**src/rtl/bram_rr_controller_pkg.sv**
```systemverilog
// rtl/bram_rr_controller_pkg.sv - shared state type and address-width helper for the BRAM controller
package bram_ctrl_pkg;

  typedef enum logic {
    S_INIT = 1'b0,
    S_RUN  = 1'b1
  } ctrl_state_e;

  function automatic int addr_width(input int depth);
    return (depth > 1) ? $clog2(depth) : 1;
  endfunction

endpackage

```
**src/rtl/bram_rr_controller_rr_arbiter.sv**
```systemverilog
// rtl/bram_rr_controller_rr_arbiter.sv - round-robin one-hot arbiter owning the rotation pointer
module rr_arbiter #(
  parameter int NUM_REQ = 4
) (
  input  logic               clk,
  input  logic               rst_n,
  input  logic [NUM_REQ-1:0] req,
  input  logic               advance,
  output logic [NUM_REQ-1:0] grant
);

  localparam int PW = (NUM_REQ > 1) ? $clog2(NUM_REQ) : 1;

  logic [PW-1:0] rr_ptr;
  logic [PW-1:0] ptr_next;

  // Walk from the farthest candidate back to rr_ptr so the nearest requester wins.
  always_comb begin
    grant    = '0;
    ptr_next = rr_ptr;
    if (advance) begin
      for (int k = NUM_REQ - 1; k >= 0; k--) begin
        if (req[(int'(rr_ptr) + k) % NUM_REQ]) begin
          grant = '0;
          grant[(int'(rr_ptr) + k) % NUM_REQ] = 1'b1;
          ptr_next = PW'((int'(rr_ptr) + k + 1) % NUM_REQ);
        end
      end
    end
  end

  always_ff @(posedge clk or negedge rst_n) begin
    if (!rst_n) begin
      rr_ptr <= '0;
    end else if (|grant) begin
      rr_ptr <= ptr_next;
    end
  end

endmodule

```
**src/rtl/bram_rr_controller.sv**
```systemverilog
// rtl/bram_rr_controller.sv - zero-fill, round-robin read and write front end for one dual-port BRAM
// Optional write-to-read bypass: BRAM_CTRL_WR_BYPASS_EN
module bram_rr_controller
  import bram_ctrl_pkg::*;
#(
  parameter  int WORD_LEN = 32,
  parameter  int DEPTH    = 256,
  parameter  int NUM_REQ  = 4,
  localparam int AW       = addr_width(DEPTH)
) (
  input  logic                  clk,
  input  logic                  rst_n,
  input  logic                  clr,
  output logic                  init_done,
  input  logic [NUM_REQ-1:0]    req_valid,
  input  logic [NUM_REQ*AW-1:0] req_addr,
  output logic [NUM_REQ-1:0]    req_ready,
  output logic [NUM_REQ-1:0]    rsp_valid,
  output logic [WORD_LEN-1:0]   rsp_data,
  input  logic                  wr_valid,
  output logic                  wr_ready,
  input  logic [AW-1:0]         wr_addr,
  input  logic [WORD_LEN-1:0]   wr_data,
  output logic                  ram_ena,
  output logic                  ram_wea,
  output logic [AW-1:0]         ram_addra,
  output logic [WORD_LEN-1:0]   ram_dia,
  output logic                  ram_enb,
  output logic [AW-1:0]         ram_addrb,
  input  logic [WORD_LEN-1:0]   ram_dob
);

  ctrl_state_e        state;
  logic [AW-1:0]      fill_addr;
  logic [NUM_REQ-1:0] grant;
  logic               run;

  assign run = (state == S_RUN);

  rr_arbiter #(.NUM_REQ(NUM_REQ)) u_arb (
    .clk     (clk),
    .rst_n   (rst_n),
    .req     (req_valid),
    .advance (run),
    .grant   (grant)
  );

  assign req_ready = grant;

  always_ff @(posedge clk or negedge rst_n) begin
    if (!rst_n) begin
      state     <= S_INIT;
      fill_addr <= '0;
      init_done <= 1'b0;
      wr_ready  <= 1'b0;
    end else begin
      case (state)
        S_INIT: begin
          if (fill_addr == AW'(DEPTH - 1)) begin
            state     <= S_RUN;
            init_done <= 1'b1;
            wr_ready  <= 1'b1;
          end else begin
            fill_addr <= fill_addr + AW'(1);
          end
        end
        S_RUN: begin
          if (clr) begin
            state     <= S_INIT;
            fill_addr <= '0;
            init_done <= 1'b0;
            wr_ready  <= 1'b0;
          end
        end
        default: state <= S_INIT;
      endcase
    end
  end

  // Fill writes are gated by rst_n so port A stays quiet while reset is held.
  always_comb begin
    ram_ena   = 1'b0;
    ram_wea   = 1'b0;
    ram_addra = '0;
    ram_dia   = '0;
    if (!run) begin
      ram_ena   = rst_n;
      ram_wea   = rst_n;
      ram_addra = fill_addr;
    end else begin
      ram_ena   = wr_valid;
      ram_wea   = wr_valid;
      ram_addra = wr_addr;
      ram_dia   = wr_data;
    end
  end

  always_comb begin
    ram_addrb = '0;
    for (int i = 0; i < NUM_REQ; i++) begin
      if (grant[i]) ram_addrb = req_addr[i*AW +: AW];
    end
  end

  assign ram_enb = |grant;

  always_ff @(posedge clk or negedge rst_n) begin
    if (!rst_n) rsp_valid <= '0;
    else        rsp_valid <= grant;
  end

`ifdef BRAM_CTRL_WR_BYPASS_EN
  logic                byp_hit;
  logic [WORD_LEN-1:0] byp_data;

  always_ff @(posedge clk or negedge rst_n) begin
    if (!rst_n) begin
      byp_hit  <= 1'b0;
      byp_data <= '0;
    end else begin
      byp_hit  <= run && wr_valid && ram_enb && (wr_addr == ram_addrb);
      byp_data <= wr_data;
    end
  end

  assign rsp_data = (rsp_valid == '0) ? '0 : (byp_hit ? byp_data : ram_dob);
`else
  assign rsp_data = (rsp_valid == '0) ? '0 : ram_dob;
`endif

endmodule

```
**config.mk**
```make
export PLATFORM = sky130hd
export DESIGN_NAME = bram_rr_controller
export DESIGN_NICKNAME = d
export VERILOG_FILES = /design/src/rtl/bram_rr_controller_pkg.sv /design/src/rtl/bram_rr_controller_rr_arbiter.sv /design/src/rtl/bram_rr_controller.sv
export SDC_FILE = /design/constraint.sdc
export NUM_CORES = 1
export LEC_CHECK = 0
export ABC_AREA = 0
export ABC_CLOCK_PERIOD_IN_PS = 7100
export CORE_MARGIN = 1.5
export CORE_UTILIZATION = 34
export CTS_CLUSTER_DIAMETER = 80
export DETAILED_ROUTE_END_ITERATION = 8
export GPL_TIMING_DRIVEN = 0
export PLACE_DENSITY = 0.88
export SLEW_MARGIN = 10
export SYNTH_ARGS = -nofsm -noshare
export SYNTH_HDL_FRONTEND = slang
export SYNTH_SLANG_ARGS = --single-unit
export TNS_END_PERCENT = 20
```
**constraint.sdc**
```tcl
create_clock -name clk -period 7.1 [get_ports clk]
set_clock_uncertainty 0.05 [all_clocks]
set_input_delay 1.42 -clock clk [delete_from_list [all_inputs] [get_ports clk]]
set_output_delay 1.42 -clock clk [all_outputs]
set_load 0.005 [all_outputs]
```
# Word level (Yosys, flattened, before mapping)
# Index checks and enable logic that the tools add are counted.
# word_totals
word_cells,86
regBits,16
# classes
magnitude_cmp,8
n_reduce_logical,13
bitwise,4
n_addsub,7
mux,45
eq_ne,4
# ops
cell,count
32-bit 2-to-1 mux,2
8-bit 2-to-1 mux,7
4-bit 2-to-1 mux,5
1-bit 2-to-1 mux,16
8-bit one-hot mux with 2 select lines,1
"3-bit by 4-bit less-than comparator with 1-bit output, second input constant",3
"3-bit by 1-bit greater-or-equal comparator with 1-bit output, second input constant",3
"2-bit adder, second input constant",4
"8-bit by 1-bit adder with 8-bit output, second input constant",1
1-bit binary-select mux with 2-bit select,4
1-bit demux with 2-bit select,4
"8-bit equality test, second input constant",1
2-bit 2-to-1 mux,4
"2-bit inequality test, second input constant",3
2-bit OR reduction,3
"2-bit by 1-bit adder with 2-bit output, second input constant",2
1-bit logical AND,4
4-bit zero test,1
1-bit one-hot mux with 2 select lines,2
2-bit AND reduction,2
4-bit nonzero test,1
4-bit OR reduction,1
"1-bit bitwise AND, first input constant",3
"2-bit by 3-bit less-than comparator with 1-bit output, second input constant",1
other kinds (3),3

# Depth between registers and ports, before layout
# Gate-level depths: netlist of the first run.
# depth
depth_word,16
ltp_mapped,10

# Hierarchy
# A second synthesis of the first run with hierarchy kept.
# unflattened
cells_unflattened,255
area_unflattened_um2,2118.3
# modules_own_cells
module,n_inst,area_each_um2,cells_each
bram_rr_controller,1,1465.2,183
rr_arbiter,1,653.1,72

# Least setup slack after synthesis of the first run
# No wires, ideal clock.
# synth_timing
path_kind,input-to-output
start,input port req_valid[3]
end,output port ram_addrb[6]
slack_ns,2.468
required_ns,5.630
n_path_buf,1
stages,7
arrival_ns,3.162
path_cell_list,mux4_2 -> a211o_1 -> o32ai_4 -> nor2_2 -> and2_1 -> buf_6 -> a221oi_2
# synth_via
elab_chain_len,12
word_cells_on_any_way,20
cone_classes,mux: 20
# synth_lines
element,line,text
"start, declared",bram_rr_controller.sv:15,"input logic [NUM_REQ-1:0] req_valid,"
1-bit binary-select mux with 2-bit select,bram_rr_controller_rr_arbiter.sv:23,if (req[(int'(rr_ptr) + k) % NUM_REQ]) begin
1-bit 2-to-1 mux (implied by the code) (2 in a row),bram_rr_controller_rr_arbiter.sv:23,
4-bit 2-to-1 mux (3 in a row),bram_rr_controller_rr_arbiter.sv:23,
4-bit 2-to-1 mux (*),bram_rr_controller_rr_arbiter.sv:23,
4-bit 2-to-1 mux (*),bram_rr_controller_rr_arbiter.sv:21,if (advance) begin
8-bit 2-to-1 mux (3 in a row),bram_rr_controller.sv:101,if (grant[i]) ram_addrb = req_addr[i*AW +: AW];
8-bit 2-to-1 mux (*),bram_rr_controller.sv:101,
"end, declared",bram_rr_controller.sv:29,"output logic [AW-1:0] ram_addrb,"
# Mark *: on every way between the ends. The rest lies on a longest branch, timed or not. The select of a mux whose other input is x is not followed.

# Worst setup path in the final report of the first run
# layout_timing
start,input port req_valid[3]
end,output port ram_addrb[0]
# The elaborated chain is that of the path after synthesis.

==> summary.md, run 1 <==
| Metric | Value |
|---|---|
| Status | `completed` |
| GRT Residual Overflow | `0` |
| Cts bufs inserted | `3` |
| Critical path arrival | `4.55 ns` |
| Antenna Violating Nets Remaining | `0` |
| Critical Path Start | `req_valid[3]` |
| Synth Area per Inst | `8.68 sq um` |
| Routability Congestion | `0.865` |
| Port bufs | `204` |
| CTS tree | `done` |
| Post-CTS Hold Fix Bufs | `0` |
| Final wirelength | `8.49 mm` |
| Vias in the first global route | `2,510` |
| Die span in x | `84 um` |
| Clock sinks | `16` |
| Max Cap Viol | `0` |
| Critical path type | `primary input to primary output` |
| Post-synth EDFFs | `0` |
| I/O pin total | `205` |
| Fin. max-slew vios | `0` |
| Mapped Nets | `378` |
| Reg2reg start | `u_arb.rr_ptr[0]` |
| RSZ-0062 raised after global routing | `no` |
| Residual DRC count | `0` |
| Final worst path period share | `84.8%` |
| Die ar. | `7060 sq um` |
| Initial Util | `35.1%` |
| Ratio of cells with drive above 1 in the final layout | `10.5%` |
| Vias | `2,640` |
| Ys Warns | `0` |
| HP Class | `flop to flop` |
| Commonest non-fill, non-tap cells in the layout | `clkdlybuf4s50_1 (204), nor2b_1 (36), and2_1 (36)` |
| Yosys reg bits | `16` |
| Fill cells | `491` |
| H-tree depth | `1` |
| Post-CTS setup buffer count | `0` |
| Global-route wire length before repair | `13.0 mm` |
| Final nets | `587` |
| Vias per inst | `4.87` |
| Number of DRC markers in iteration 0 | `108` |
| Antenna diodes | `0` |
| Worst setup EP type | `primary output` |
| Final Power | `1110 uW` |
| Post-CTS Resized | `0` |
| Routed wire per std cell | `15.7 um` |
| # setup viols final | `0` |
| Clock Tree Buf Depth | `2` |
| Core footprint | `6350 sq um` |
| Area delta synth->final | `98.3%` |
| Most common cell after layout, fill and taps aside | `clkdlybuf4s50_1` |
| Synth async-reset ratio | `100%` |
| Register area share after synthesis | `17.9%` |
| Largest net degree at the start of global routing | `18` |
| Hold Crit Start | `fill_addr[0]` |
| CP Launch Type | `primary input` |
| Die Ht | `84 um` |
| CTS root buffer | `clkbuf_8` |
| Max-slew headroom | `47.5%` |
| Clock Latency Late Sink | `0.25 ns` |
| Pre-antenna DRT Iters | `4` |
| Pleak | `0.00180 uW` |
| Maximum net fanout on the critical path | `10` |
| Setup TNS | `0 ns` |
| Initial antenna violation count | `0` |
| GRT Util Overall | `22.7%` |
| Power Dens Cells | `251 nW/um^2` |
| Critical Path RT | `5.63 ns` |
| Main flop type after synthesis | `dfrtp_1` |
| Max Fclk | `166 MHz` |
| Post-Syn Area | `2230 sq um` |
| Rows | `29` |
| Clk slew on worst S/H paths | `0.06 ns` |
| Max VDD drop | `0.232 mV` |
| Tmin final | `6.02 ns` |
| Util after Layout | `69.7%` |
| Cells after synthesis | `257` |
| Synth cell types | `53` |
| Final Hold Vio Count | `0` |
| Worst-margin pin slew | `0.781 ns` |
| Detail Placement HPWL | `7.27 mm` |
## worst paths after layout
| check | to | slack [ns] | depth (start not counted) |
|---|---|---|---|
| max | ram_addrb[0] | 1.08 | 9 |
| max in group asynchronous | rsp_valid[3] | 4.98 | 1 |
| min in group asynchronous | fill_addr[5] | 1.55 | 1 |
| max reg2reg | u_arb.rr_ptr[1] | 4.08 | 9 |
| min | fill_addr[0] | 0.52 | 1 |
| min reg2reg | fill_addr[0] | 0.52 | 1 |
## layout make-up
type	count	area, sq um	area share [%]
Tap cell	77	96.3	2.18
Timing Repair Buffer	204	2040	46.2
Multi-Input combinational cell	203	1630	36.8
Clock buffer	4	55.1	1.24
Buffer	16	120	2.71
Inverter	22	82.6	1.87
Sequential cell	16	400	9.05
## Yosys cell counts (6+ instances only)
cell / n / area (sq um)
a21boi_0: 8 / 60.1
a21oi_1: 6 / 30.0
a221oi_2: 8 / 120
and2_1: 36 / 225
clkbuf_1: 8 / 30.0
dfrtp_1: 16 / 400
ha_1: 9 / 113
inv_1: 21 / 78.8
mux2_2: 9 / 101
mux2i_1: 11 / 110
nand2_1: 8 / 30.0
nor2_1: 12 / 45.0
nor2b_1: 36 / 225
## critical path: stages
cell             delay [ns]
clkdlybuf4s50_1        0.51
mux4_2                 0.58
buf_4                  0.21
a21oi_2                0.19
nand4_1                0.35
a21boi_0               0.29
mux2i_1                0.12
a221oi_2               0.30
clkdlybuf4s50_1        0.57
## layer usage
layer | global-route usage, % | share of wire (%)
met1 | 27.5 | 42
met2 | 42.7 | 53
met4 | 5.07 | 1.2
met3 | 2.87 | 4.3
met5 | 0 | 0
## cell families (layout without fill, tap and decap cells)
group,Yosys count,count (layout),share of synthesized area (%)
adders and majority gates,9,9,5.05
muxes,23,23,12.5
and+or+nand+nor,108,108,29.2
buffers and inverters,38,246,9.09
AOI/OAI and AO/OA,56,56,23.4
DFF,16,16,17.9
xor gates and xnor gates,7,7,2.75
## registers in the layout (all words and copies together) (netlist names)
name	flops
u_arb.rr_ptr	2
run	1
fill_addr	8
rsp_valid	4
wr_ready	1
## per-stage QoR
step / setup WS, ns / hold WS [ns] / instance area, sq um / std cells
after CTS: 1.07 / 0.526 / 4420 / 542
final: 1.08 / 0.517 / 4420 / 542
after floorplan: 2.47 / 0.445 / 2230 / 257
after detailed placement: 1.07 / 0.518 / 4370 / 538
after global routing: 0.923 / 0.549 / 4420 / 542
after global placement: 1.16 / 0.498 / 4370 / 538
## where the power goes
part / internal [uW] / total [uW] / switching [uW]
combinational: 491 / 871 / 380
clock: 49.1 / 78.1 / 29.0
sequential: 121 / 161 / 40.4
total: 661 / 1110 / 449
Power figures use the tool's default switching activity.
==> run 2: changes to the inputs <==
--- a/config.mk
+++ b/config.mk
@@ -6,13 +6,13 @@
 export NUM_CORES = 1
 export LEC_CHECK = 0
 export ABC_AREA = 0
-export ABC_CLOCK_PERIOD_IN_PS = 7100
+export ABC_CLOCK_PERIOD_IN_PS = 5200
 export CORE_MARGIN = 1.5
-export CORE_UTILIZATION = 34
+export CORE_UTILIZATION = 29
 export CTS_CLUSTER_DIAMETER = 80
 export DETAILED_ROUTE_END_ITERATION = 8
 export GPL_TIMING_DRIVEN = 0
-export PLACE_DENSITY = 0.88
+export PLACE_DENSITY = 0.8
 export SLEW_MARGIN = 10
 export SYNTH_ARGS = -nofsm -noshare
 export SYNTH_HDL_FRONTEND = slang
==> constraint.sdc (replaced) <==
create_clock -name clk -period 5.2 [get_ports clk]
set_clock_uncertainty 0.05 [all_clocks]
set_input_delay 1.04 -clock clk [delete_from_list [all_inputs] [get_ports clk]]
set_output_delay 1.04 -clock clk [all_outputs]
set_load 0.005 [all_outputs]
==> summary.md, run 2 (synthesized netlist as in run 1, its figures left out) <==
| Metric | Value |
|---|---|
| Final Power | `1520 uW` |
| Sequential Power Share | `14.6%` |
| Critical Path RT | `4.11 ns` |
| GRT Util Overall | `21.0%` |
| Critical path type | `primary input to primary output` |
| HP Class | `flop to flop` |
| Maximum net fanout on the critical path | `10` |
| Routability Congestion | `0.888` |
| H-tree depth | `1` |
| Post-CTS Hold Fix Bufs | `0` |
| GRT Residual Overflow | `0` |
| Core footprint | `7330 sq um` |
| P_int | `888 uW` |
| CTS root buffer | `clkbuf_8` |
| Vias in the first global route | `2,596` |
| Routed wire per std cell | `15.6 um` |
| Most common cell after layout, fill and taps aside | `clkdlybuf4s50_1` |
| Cts bufs inserted | `3` |
| Fin. max-slew vios | `0` |
| Switching share of total power | `41.4%` |
| Final wirelength | `8.82 mm` |
| Reg with most FFs | `fill_addr` |
| Clock sinks | `16` |
| WHS | `0.500 ns` |
| Final Hold Vio Count | `0` |
| Setup crit end | `ram_addrb[0]` |
| Reg2reg end | `u_arb.rr_ptr[1]` |
| Pleak | `0.00184 uW` |
| Die Ht | `90.7 um` |
| Area delta synth->final | `100%` |
| Residual DRC count | `0` |
| Worst setup EP type | `primary output` |
| Rows | `31` |
| Max VDD drop | `0.308 mV` |
| RSZ-0062 raised after global routing | `yes` |
| Largest net degree at the start of global routing | `18` |
| Vias per inst | `4.67` |
| Detail Placement HPWL | `7.35 mm` |
| Worst-margin pin slew | `0.837 ns` |
| Clock share of power | `6.2%` |
| CP delay by family, top | `buffers and inverters` |
| Slowest cell delay on critical path | `0.57 ns` |
| Worst path cell trace | `clkdlybuf4s50_1 -> mux4_2 -> buf_4 -> a211oi_2 -> a32oi_2 -> a21boi_0 -> mux2i_1 -> a221oi_2 -> clkdlybuf4s50_1` |
| Number of DRC markers in iteration 0 | `62` |
| Max Cap Viol | `0` |
| Clk slew on worst S/H paths | `0.06 ns` |
| Critical Path Start | `req_valid[2]` |
| Psw | `628 uW` |
| Initial Util | `30.4%` |
| Fill cells | `620` |
| Regs by FF count | `fill_addr (8), rsp_valid (4), u_arb.rr_ptr (2)` |
| Port bufs | `204` |
| Antenna Violating Nets Remaining | `0` |
| CP max stage cell | `clkdlybuf4s50_1` |
| Reg2Reg Setup Slack | `2.12 ns` |
| Commonest non-fill, non-tap cells in the layout | `clkdlybuf4s50_1 (201), nor2b_1 (36), and2_1 (36)` |
| Max-slew headroom | `44.0%` |
| Cell count along the critical path | `9` |
| Status | `completed` |
| Pre-antenna DRT Iters | `5` |
| Die span in x | `90.7 um` |
| Clock Latency Late Sink | `0.25 ns` |
| CP Launch Type | `primary input` |
| Clock Tree Buf Depth | `2` |
| Max Fclk | `197 MHz` |
| Global-route wire length before repair | `13.9 mm` |
| Reg2reg start | `u_arb.rr_ptr[0]` |
| Final nets | `588` |
| Gate power share | `79.2%` |
| Final worst path period share | `97.9%` |
| Flip-flop count of the largest register after layout | `8` |
| R2r worst-path depth | `9` |
| Critical path arrival | `4.00 ns` |
| Die ar. | `8230 sq um` |
| Antenna diodes | `0` |
| Power Dens Cells | `339 nW/um^2` |
| Initial antenna violation count | `0` |
| Tmin final | `5.09 ns` |
| Vias | `2,635` |
| CTS tree | `done` |
| Ratio of cells with drive above 1 in the final layout | `11.0%` |
| # setup viols final | `0` |
| I/O pin total | `205` |
| Top cell by count, worst path | `clkdlybuf4s50_1` |
| CP bufs+invs | `3` |
-- run 2: changes by cell type in the layout (fill, tap and decap cells not counted), sizes merged --
cell           previous run  this run
clkbuf                   13        12
dlymetal6s2s              0         3
buf                       7         8
clkdlybuf4s50           204       201
-- run 2: area by class of cell --
class	count	area [sq um]	share of cell area, %
buffer	16	120	2.69
tap	99	124	2.77
multi-input combinational	203	1640	36.8
clock buffer	3	41.3	0.924
timing repair buffer	205	2060	46.0
inverter	22	82.6	1.85
sequential	16	400	8.96
-- run 2: how the worst min path moves through the flow --
stage                 startpoint      endpoint  depth (start not counted)
global route        fill_addr[0]  fill_addr[0]                          1
global placement    fill_addr[0]  fill_addr[0]                          1
detailed placement  fill_addr[0]  fill_addr[0]                          1
floorplan           fill_addr[0]  fill_addr[0]                          1
CTS                 fill_addr[0]  fill_addr[0]                          1
finish              fill_addr[0]  fill_addr[0]                          1
-- run 2: power by group through the flow --
stage	logic, uW	registers (uW)	clock network [uW]
global placement	1170	221	0
finish	1200	221	94.7
detailed placement	1200	224	0
CTS	1200	221	96.3
global route	1300	230	103
floorplan	624	208	0
-- run 2: per-layer routing --
| layer | part of all wire (%) | up-vias | GRT usage, % |
|---|---|---|---|
| met5 | 0 | - | 0 |
| met4 | 2.6 | 0 | 7.14 |
| met3 | 4.7 | 17 | 2.61 |
| met2 | 51 | 98 | 38.5 |
| met1 | 41 | 1216 | 24.8 |
| li1 | - | 1304 | - |
-- run 2: metrics by stage --
stage,std cells,worst slack (ns),area [sq um],util (%),setup TNS [ns]
detailed placement,560,-0.000282,4400,60.0,-0.000282
global route,564,-0.00568,4470,61.0,-0.00568
global placement,560,0.0677,4400,60.0,0
finish,564,0.111,4470,61.0,0
CTS,563,0.00540,4440,60.5,0
floorplan,257,1.33,2230,-,0
-- run 2: repair_timing --
action                     4_1_cts  5_1_grt
gates resized for setup          0        8
buffers inserted                 0        1
setup endpoints to repair        0        8
